File: src/rtl/icache_direct.sv
// Direct-mapped read-only instruction cache: 1-cycle hit, whole-line refill
// through a req/ack request phase followed by a beat-by-beat fill phase.
module icache_direct #(
   parameter int ADDR_WIDTH = 32,
   parameter int DATA_WIDTH = 32,
   parameter int IC_LINES   = 16,
   parameter int LINE_WORDS = 4
) (
   input  logic                  clk,
   input  logic                  n_rst,
   input  logic                  i_ic_en,
   input  logic [ADDR_WIDTH-1:0] i_ic_pc,
   output logic [DATA_WIDTH-1:0] o_ic_insn,
   output logic                  o_ic_valid,
   input  logic                  i_ic_inval,
   output logic                  o_fill_req,
   output logic [ADDR_WIDTH-1:0] o_fill_addr,
   input  logic                  i_fill_ack,
   input  logic                  i_fill_valid,
   input  logic [DATA_WIDTH-1:0] i_fill_data
);
   localparam int OFF_W = $clog2(LINE_WORDS);
   localparam int IDX_W = $clog2(IC_LINES);
   localparam int TAG_W = ADDR_WIDTH - IDX_W - OFF_W - 2;
   localparam int TAG_LSB = IDX_W + OFF_W + 2;
   localparam logic [OFF_W-1:0] LAST_BEAT = OFF_W'(LINE_WORDS - 1);

   typedef enum logic [1:0] {IDLE, REQ, FILL} state_t;

   state_t                             state_q, state_d;
   logic [IC_LINES-1:0]                valid_q, valid_d;
   logic [IC_LINES-1:0][TAG_W-1:0]     tag_q, tag_d;
   logic [OFF_W-1:0]                   beat_q, beat_d;
   logic                               fill_req_q, fill_req_d;
   logic [ADDR_WIDTH-1:0]              fill_addr_q, fill_addr_d;
   logic                               ic_valid_q, ic_valid_d;
   logic [DATA_WIDTH-1:0]              ic_insn_q, ic_insn_d;
   logic                               inval_seen_q, inval_seen_d;

   logic [DATA_WIDTH-1:0] data_ram [IC_LINES*LINE_WORDS];
   logic                  ram_we;

   logic [OFF_W-1:0] pc_off;
   logic [IDX_W-1:0] pc_idx, fill_idx;
   logic [TAG_W-1:0] pc_tag, fill_tag;
   logic             hit;
   logic             unused_pc_lsb;

   assign pc_off   = i_ic_pc[OFF_W+1:2];
   assign pc_idx   = i_ic_pc[TAG_LSB-1:OFF_W+2];
   assign pc_tag   = i_ic_pc[ADDR_WIDTH-1:TAG_LSB];
   assign fill_idx = fill_addr_q[TAG_LSB-1:OFF_W+2];
   assign fill_tag = fill_addr_q[ADDR_WIDTH-1:TAG_LSB];
   assign hit      = valid_q[pc_idx] && (tag_q[pc_idx] == pc_tag);
   assign unused_pc_lsb = ^{i_ic_pc[1:0], fill_addr_q[TAG_LSB-1-IDX_W:0]};

   always_comb begin
      state_d      = state_q;
      valid_d      = valid_q;
      tag_d        = tag_q;
      beat_d       = beat_q;
      fill_req_d   = fill_req_q;
      fill_addr_d  = fill_addr_q;
      ic_valid_d   = 1'b0;
      ic_insn_d    = ic_insn_q;
      inval_seen_d = inval_seen_q;
      ram_we       = 1'b0;
      case (state_q)
         IDLE: begin
            if (i_ic_en) begin
               if (hit) begin
                  // A same-cycle invalidate suppresses the hit response.
                  if (!i_ic_inval) begin
                     ic_valid_d = 1'b1;
                     ic_insn_d  = data_ram[{pc_idx, pc_off}];
                  end
               end else begin
                  state_d      = REQ;
                  fill_req_d   = 1'b1;
                  fill_addr_d  = {i_ic_pc[ADDR_WIDTH-1:OFF_W+2], {(OFF_W+2){1'b0}}};
                  inval_seen_d = 1'b0;
               end
            end
         end
         REQ: begin
            if (i_fill_ack) begin
               state_d    = FILL;
               fill_req_d = 1'b0;
               beat_d     = '0;
            end
         end
         FILL: begin
            if (i_ic_inval) inval_seen_d = 1'b1;
            if (i_fill_valid) begin
               ram_we = 1'b1;
               beat_d = beat_q + 1'b1;
               if (beat_q == LAST_BEAT) begin
                  tag_d[fill_idx]   = fill_tag;
                  valid_d[fill_idx] = !inval_seen_q;
                  state_d           = IDLE;
                  beat_d            = '0;
               end
            end
         end
         default: state_d = IDLE;
      endcase
      if (i_ic_inval) valid_d = '0;
   end

   always_ff @(posedge clk or negedge n_rst) begin
      if (!n_rst) begin
         state_q      <= IDLE;
         valid_q      <= '0;
         tag_q        <= '0;
         beat_q       <= '0;
         fill_req_q   <= 1'b0;
         fill_addr_q  <= '0;
         ic_valid_q   <= 1'b0;
         ic_insn_q    <= '0;
         inval_seen_q <= 1'b0;
      end else begin
         state_q      <= state_d;
         valid_q      <= valid_d;
         tag_q        <= tag_d;
         beat_q       <= beat_d;
         fill_req_q   <= fill_req_d;
         fill_addr_q  <= fill_addr_d;
         ic_valid_q   <= ic_valid_d;
         ic_insn_q    <= ic_insn_d;
         inval_seen_q <= inval_seen_d;
      end
   end

   always_ff @(posedge clk) begin
      if (ram_we) data_ram[{fill_idx, beat_q}] <= i_fill_data;
   end

   assign o_ic_insn   = ic_insn_q;
   assign o_ic_valid  = ic_valid_q;
   assign o_fill_req  = fill_req_q;
   assign o_fill_addr = fill_addr_q;
endmodule
File: config.mk
export PLATFORM = sky130hd
export DESIGN_NAME = icache_direct
export DESIGN_NICKNAME = d
export VERILOG_FILES = /design/src/rtl/icache_direct.sv
export SDC_FILE = /design/constraint.sdc
export NUM_CORES = 2
export LEC_CHECK = 0
export CAP_MARGIN = 0
export CORE_MARGIN = 2
export CORE_UTILIZATION = 56
export DETAILED_ROUTE_END_ITERATION = 8
export PLACE_DENSITY = 0.79
export SLEW_MARGIN = 15
export SYNTH_ARGS = -nofsm -noshare
export SYNTH_HDL_FRONTEND = slang
export SYNTH_SLANG_ARGS = --single-unit
File: constraint.sdc
create_clock -name clk -period 3.48 [get_ports clk]
set_clock_uncertainty 0.2 [all_clocks]
set_input_delay 0.696 -clock clk [delete_from_list [all_inputs] [get_ports clk]]
set_output_delay 0.696 -clock clk [all_outputs]
set_load 0.05 [all_outputs]
==> insert_results.sql <==
INSERT INTO impl_metrics (metric_group, metric, value, unit) VALUES
('timing', 'grt_setup_unrepaired', 'yes', ''),
('die', 'die_width', '424', 'um'),
('timing', 'finalCritPeriodShare', '107', '%'),
('global_route', 'groute.usage.overall', '29.6', '%'),
('critical_path', 'cp_slowest_cell', 'sky130_fd_sc_hd__or4_4', ''),
('global_route', 'first_global_vias', '52600', ''),
('drt', 'drt-pass1-iter-count', '5', ''),
('timing', 'fin_ws', '-0.246', 'ns'),
('die', 'placement_rows', '154', ''),
('critical_path', 'arrival', '4.24', 'ns'),
('synth', 'synth.largest_area_cell', 'sky130_fd_sc_hd__edfxtp_1', ''),
('cts', 'clk-insertion-delay-late', '0.89', 'ns'),
('critical_path', 'crit_path_max_fanout', '6', ''),
('timing', 'slew-limit-headroom', '20.8', '%'),
('power', 'combinationalPowerShare', '8.6', '%'),
('drt', 'avg_wl_per_cell', '35.4', 'um'),
('cts', 'clock_tree.root_cell', 'sky130_fd_sc_hd__clkbuf_16', ''),
('critical_path', 'startpoint_type', 'register', ''),
('synth', 'post-synth-top-area-fraction', '62.2', '%'),
('critical_path', 'timing.setup.critical_path_class', 'reg2reg', ''),
('final_layout', 'area_delta_synth_final', '16.6', '%'),
('status', 'outcome', 'finished, violations left', ''),
('die', 'initial_utilization', '56.2', '%'),
('power', 'switching_share', '24.1', '%'),
('critical_path', 'path_common_cell', 'sky130_fd_sc_hd__buf_12', ''),
('power', 'switching_power', '0.0160', 'W'),
('final_layout', 'share_of_the_core_filled_with_cells', '65.6', '%'),
('synth', 'synth_area', '0.0989', 'sq mm'),
('die', 'boundaryPins', '136', ''),
('critical_path', 'critical_path_cell_list', 'mux4_2 -> and3_4 -> or3_1 -> o2111a_2 -> or4_4 -> nor4_4 -> buf_12 -> buf_16 -> buf_12 -> mux2_4', ''),
('cts', 'clk_pin_slew_worst_paths', '0.07', 'ns'),
('critical_path', 'rr_endpoint', 'o_ic_insn[0]', ''),
('drt', 'route.antenna.remaining_nets', '0', ''),
('final_layout', 'drive_above_1_share', '40.3', '%'),
('placed_design', 'place.detailed.hpwl', '140000', 'um'),
('global_route', 'pin_count_of_the_biggest_net_entering_global_routing', '104', ''),
('status', 'failed_checks', 'negative setup slack', ''),
('drt', 'vias_per_cell', '6.75', ''),
('placed_design', 'placed_cells_incl_taps', '6977', ''),
('critical_path', 'timing.critical_path.to_type', 'register', ''),
('global_route', 'antenna_found_initial', '17', ''),
('timing', 'report.final.setup_viol', '41', ''),
('global_route', 'grt_overflow', '0', ''),
('critical_path', 'max_stage_delay', '0.51', 'ns'),
('critical_path', 'timing.critical_path.buf_inv', '3', ''),
('timing', 'hold_viol_final', '0', ''),
('global_route', 'met1_usage', '36.9', '%'),
('final_layout', 'post_layout_nonfiller_instances', '7436', ''),
('placed_design', 'post_dp_cell_area', '0.107', 'sq mm'),
('power', 'power_density', '576', 'mW/mm^2'),
('final_layout', 'final_nets', '4954', ''),
('synth', 'synth_ff_type', 'sky130_fd_sc_hd__edfxtp_1', ''),
('synth', 'number_of_synthesized_flops_with_an_enable_pin', '2048', ''),
('timing', 'slew_violations', '0', ''),
('timing', 'worst-slew-pin-transition', '1.19', 'ns'),
('timing', 'finalWorstPathRequiredPeriod', '3.73', 'ns'),
('critical_path', 'worst-endpoint-required', '3.99', 'ns'),
('min_path', 'hold_start', 'i_fill_data[17]', ''),
('placed_design', 'place_congestion', '0.804', ''),
('global_route', 'grt_use_met3', '5.20', '%'),
('cts', 'max-clock-path-buffers', '3', ''),
('min_path', 'min_path_cells', '1', ''),
('global_route', 'grt.busiest_layer', 'met2', ''),
('die', 'chipHeight', '424', 'um'),
('synth', 'synthDistinctLibCells', '61', ''),
('drt', 'detailed_route_wire_length', '264000', 'um'),
('critical_path', 'worst-r2r-setup-slack', '-0.25', 'ns'),
('power', 'power.clock.fraction', '39.8', '%'),
('critical_path', 'worstRegToRegCells', '10', ''),
('power', 'power_leakage', '40.1', 'nW'),
('cts', 'cts_tree', 'yes', '');
==> repair_timing <==
action,CTS,global route
pin swaps,6,4
endpoints found under the hold margin,56,0
gates cloned,0,3
endpoints found under the setup margin,65,65
buffers inserted,4,2
resized for setup,17,12
hold buffers,1,0
==> layout by cell type (no fill, tap or decap), types with 48 or more instances in the layout <==
master and instances:
sky130_fd_sc_hd__clkdlybuf4s50_1 78, sky130_fd_sc_hd__a22oi_1 75, sky130_fd_sc_hd__buf_4 223, sky130_fd_sc_hd__clkbuf_16 236, sky130_fd_sc_hd__nor2_4 74, sky130_fd_sc_hd__edfxtp_1 2048
sky130_fd_sc_hd__mux2_2 413, sky130_fd_sc_hd__mux4_2 722, sky130_fd_sc_hd__dfrtp_1 466, sky130_fd_sc_hd__nand2_1 69, sky130_fd_sc_hd__buf_12 162, sky130_fd_sc_hd__clkinv_2 48
==> routing by layer <==
metal  up-vias  wire length [um]
li1      19400                 -
met1     26900             89900
met2      3216            140000
met3       627             22100
met4         2             11900
met5         -                13
==> power by group through the flow <==
stage	Sequential (W)	Clock [W]	Combinational [W]
2_1_floorplan	0.0348	0	0.00274
3_3_place_gp	0.0348	0	0.00534
3_5_place_dp	0.0348	0	0.00548
4_1_cts	0.0342	0.0267	0.00560
5_1_grt	0.0344	0.0277	0.00595
6_report	0.0343	0.0264	0.00572
==> layout make-up <==
class,instances,area (sq um),area share (%)
Antenna cell,13,32.5,0.0282
Clock buffer,282,6170,5.34
Clock inverter,152,1760,1.53
Inverter,4,15.0,0.0130
Multi-Input combinational cell,1617,25100,21.8
Sequential cell,2515,73200,63.4
Tap cell,2340,2930,2.54
Timing Repair Buffer,513,6170,5.35
==> through the flow <==
step	power [W]	setup WS [ns]	TNS (ns)	hold slack [ns]
after floorplan	0.0376	-0.368	-16.08	0.200
after global placement	0.0401	-0.847	-45.58	0.280
after detailed placement	0.0403	-0.864	-45.91	0.286
after CTS	0.0665	-0.241	-6.50	0.171
after global routing	0.0680	-0.333	-10.57	0.0270
final	0.0664	-0.246	-6.47	0.0447
==> Yosys cell counts, types with 3 or more instances <==
master	instances
sky130_fd_sc_hd__mux2_2	414
sky130_fd_sc_hd__nor4_1	4
sky130_fd_sc_hd__nand2_1	70
sky130_fd_sc_hd__a22o_1	4
sky130_fd_sc_hd__clkbuf_8	5
sky130_fd_sc_hd__nand2b_1	7
sky130_fd_sc_hd__xor2_1	18
sky130_fd_sc_hd__nand3_1	16
sky130_fd_sc_hd__o2111ai_1	4
sky130_fd_sc_hd__buf_1	4
sky130_fd_sc_hd__edfxtp_1	2048
sky130_fd_sc_hd__buf_8	3
sky130_fd_sc_hd__buf_2	22
sky130_fd_sc_hd__buf_6	8
sky130_fd_sc_hd__xnor2_1	13
sky130_fd_sc_hd__inv_1	4
sky130_fd_sc_hd__dfrtp_1	467
sky130_fd_sc_hd__nor3_1	6
sky130_fd_sc_hd__mux4_1	19
sky130_fd_sc_hd__mux2i_1	36
sky130_fd_sc_hd__buf_12	3
sky130_fd_sc_hd__mux4_2	719
sky130_fd_sc_hd__mux2_4	30
sky130_fd_sc_hd__o21ai_0	4
sky130_fd_sc_hd__nor2_1	105
sky130_fd_sc_hd__a221oi_1	3
sky130_fd_sc_hd__and3_1	7
sky130_fd_sc_hd__a21oi_1	12
sky130_fd_sc_hd__buf_4	10
sky130_fd_sc_hd__a22oi_1	75
sky130_fd_sc_hd__clkbuf_1	214
sky130_fd_sc_hd__or3_1	3
sky130_fd_sc_hd__nor2b_1	11
==> worst reg2reg max path: stages, from the launching register on <==
cell	delay, ns
sky130_fd_sc_hd__dfrtp_1	0.38
sky130_fd_sc_hd__mux4_2	0.48
sky130_fd_sc_hd__and3_4	0.16
sky130_fd_sc_hd__or3_1	0.35
sky130_fd_sc_hd__o2111a_2	0.31
sky130_fd_sc_hd__or4_4	0.51
sky130_fd_sc_hd__nor4_4	0.44
sky130_fd_sc_hd__buf_12	0.17
sky130_fd_sc_hd__buf_16	0.17
sky130_fd_sc_hd__buf_12	0.14
sky130_fd_sc_hd__mux2_4	0.30
==> flip-flops by register name (all words and copies together), names as in the netlist <==
name          cells
beat_q            2
data_ram       2048
inval_seen_q      1
o_fill_addr      28
o_fill_req        1
o_ic_insn        32
o_ic_valid        1
state_q           2
tag_q           384
valid_q          16
==> kinds of logic (layout without fill, tap and decap cells) <==
| kind of cell | after synthesis | after routing | synth area share (%) |
|---|---|---|---|
| AO/OA/AOI/OAI | 117 | 117 | 0.886 |
| XOR/XNOR | 31 | 31 | 0.274 |
| buffers and inverters | 273 | 951 | 1.30 |
| AND/OR/NAND/NOR | 245 | 245 | 1.13 |
| flip-flops | 2515 | 2515 | 74.0 |
| adder cells (fa/ha/maj) | 1 | 1 | 0.0126 |
| multiplexers | 1219 | 1219 | 22.4 |
| other | 1 | 17 | 0.00379 |
==> how the worst max path moves through the flow <==
stage	from	to	slack, ns	cells after the start
final	tag_q[151]	o_ic_insn[0]	-0.25	10
after global routing	tag_q[175]	o_ic_insn[0]	-0.33	10
after CTS	tag_q[151]	o_ic_insn[0]	-0.24	10
after detailed placement	i_ic_pc[4]	o_ic_insn[8]	-0.86	12
after global placement	i_ic_pc[4]	o_ic_insn[14]	-0.85	12
after floorplan	i_ic_pc[4]	o_ic_insn[0]	-0.37	9
(Power assumes the default switching activity.)
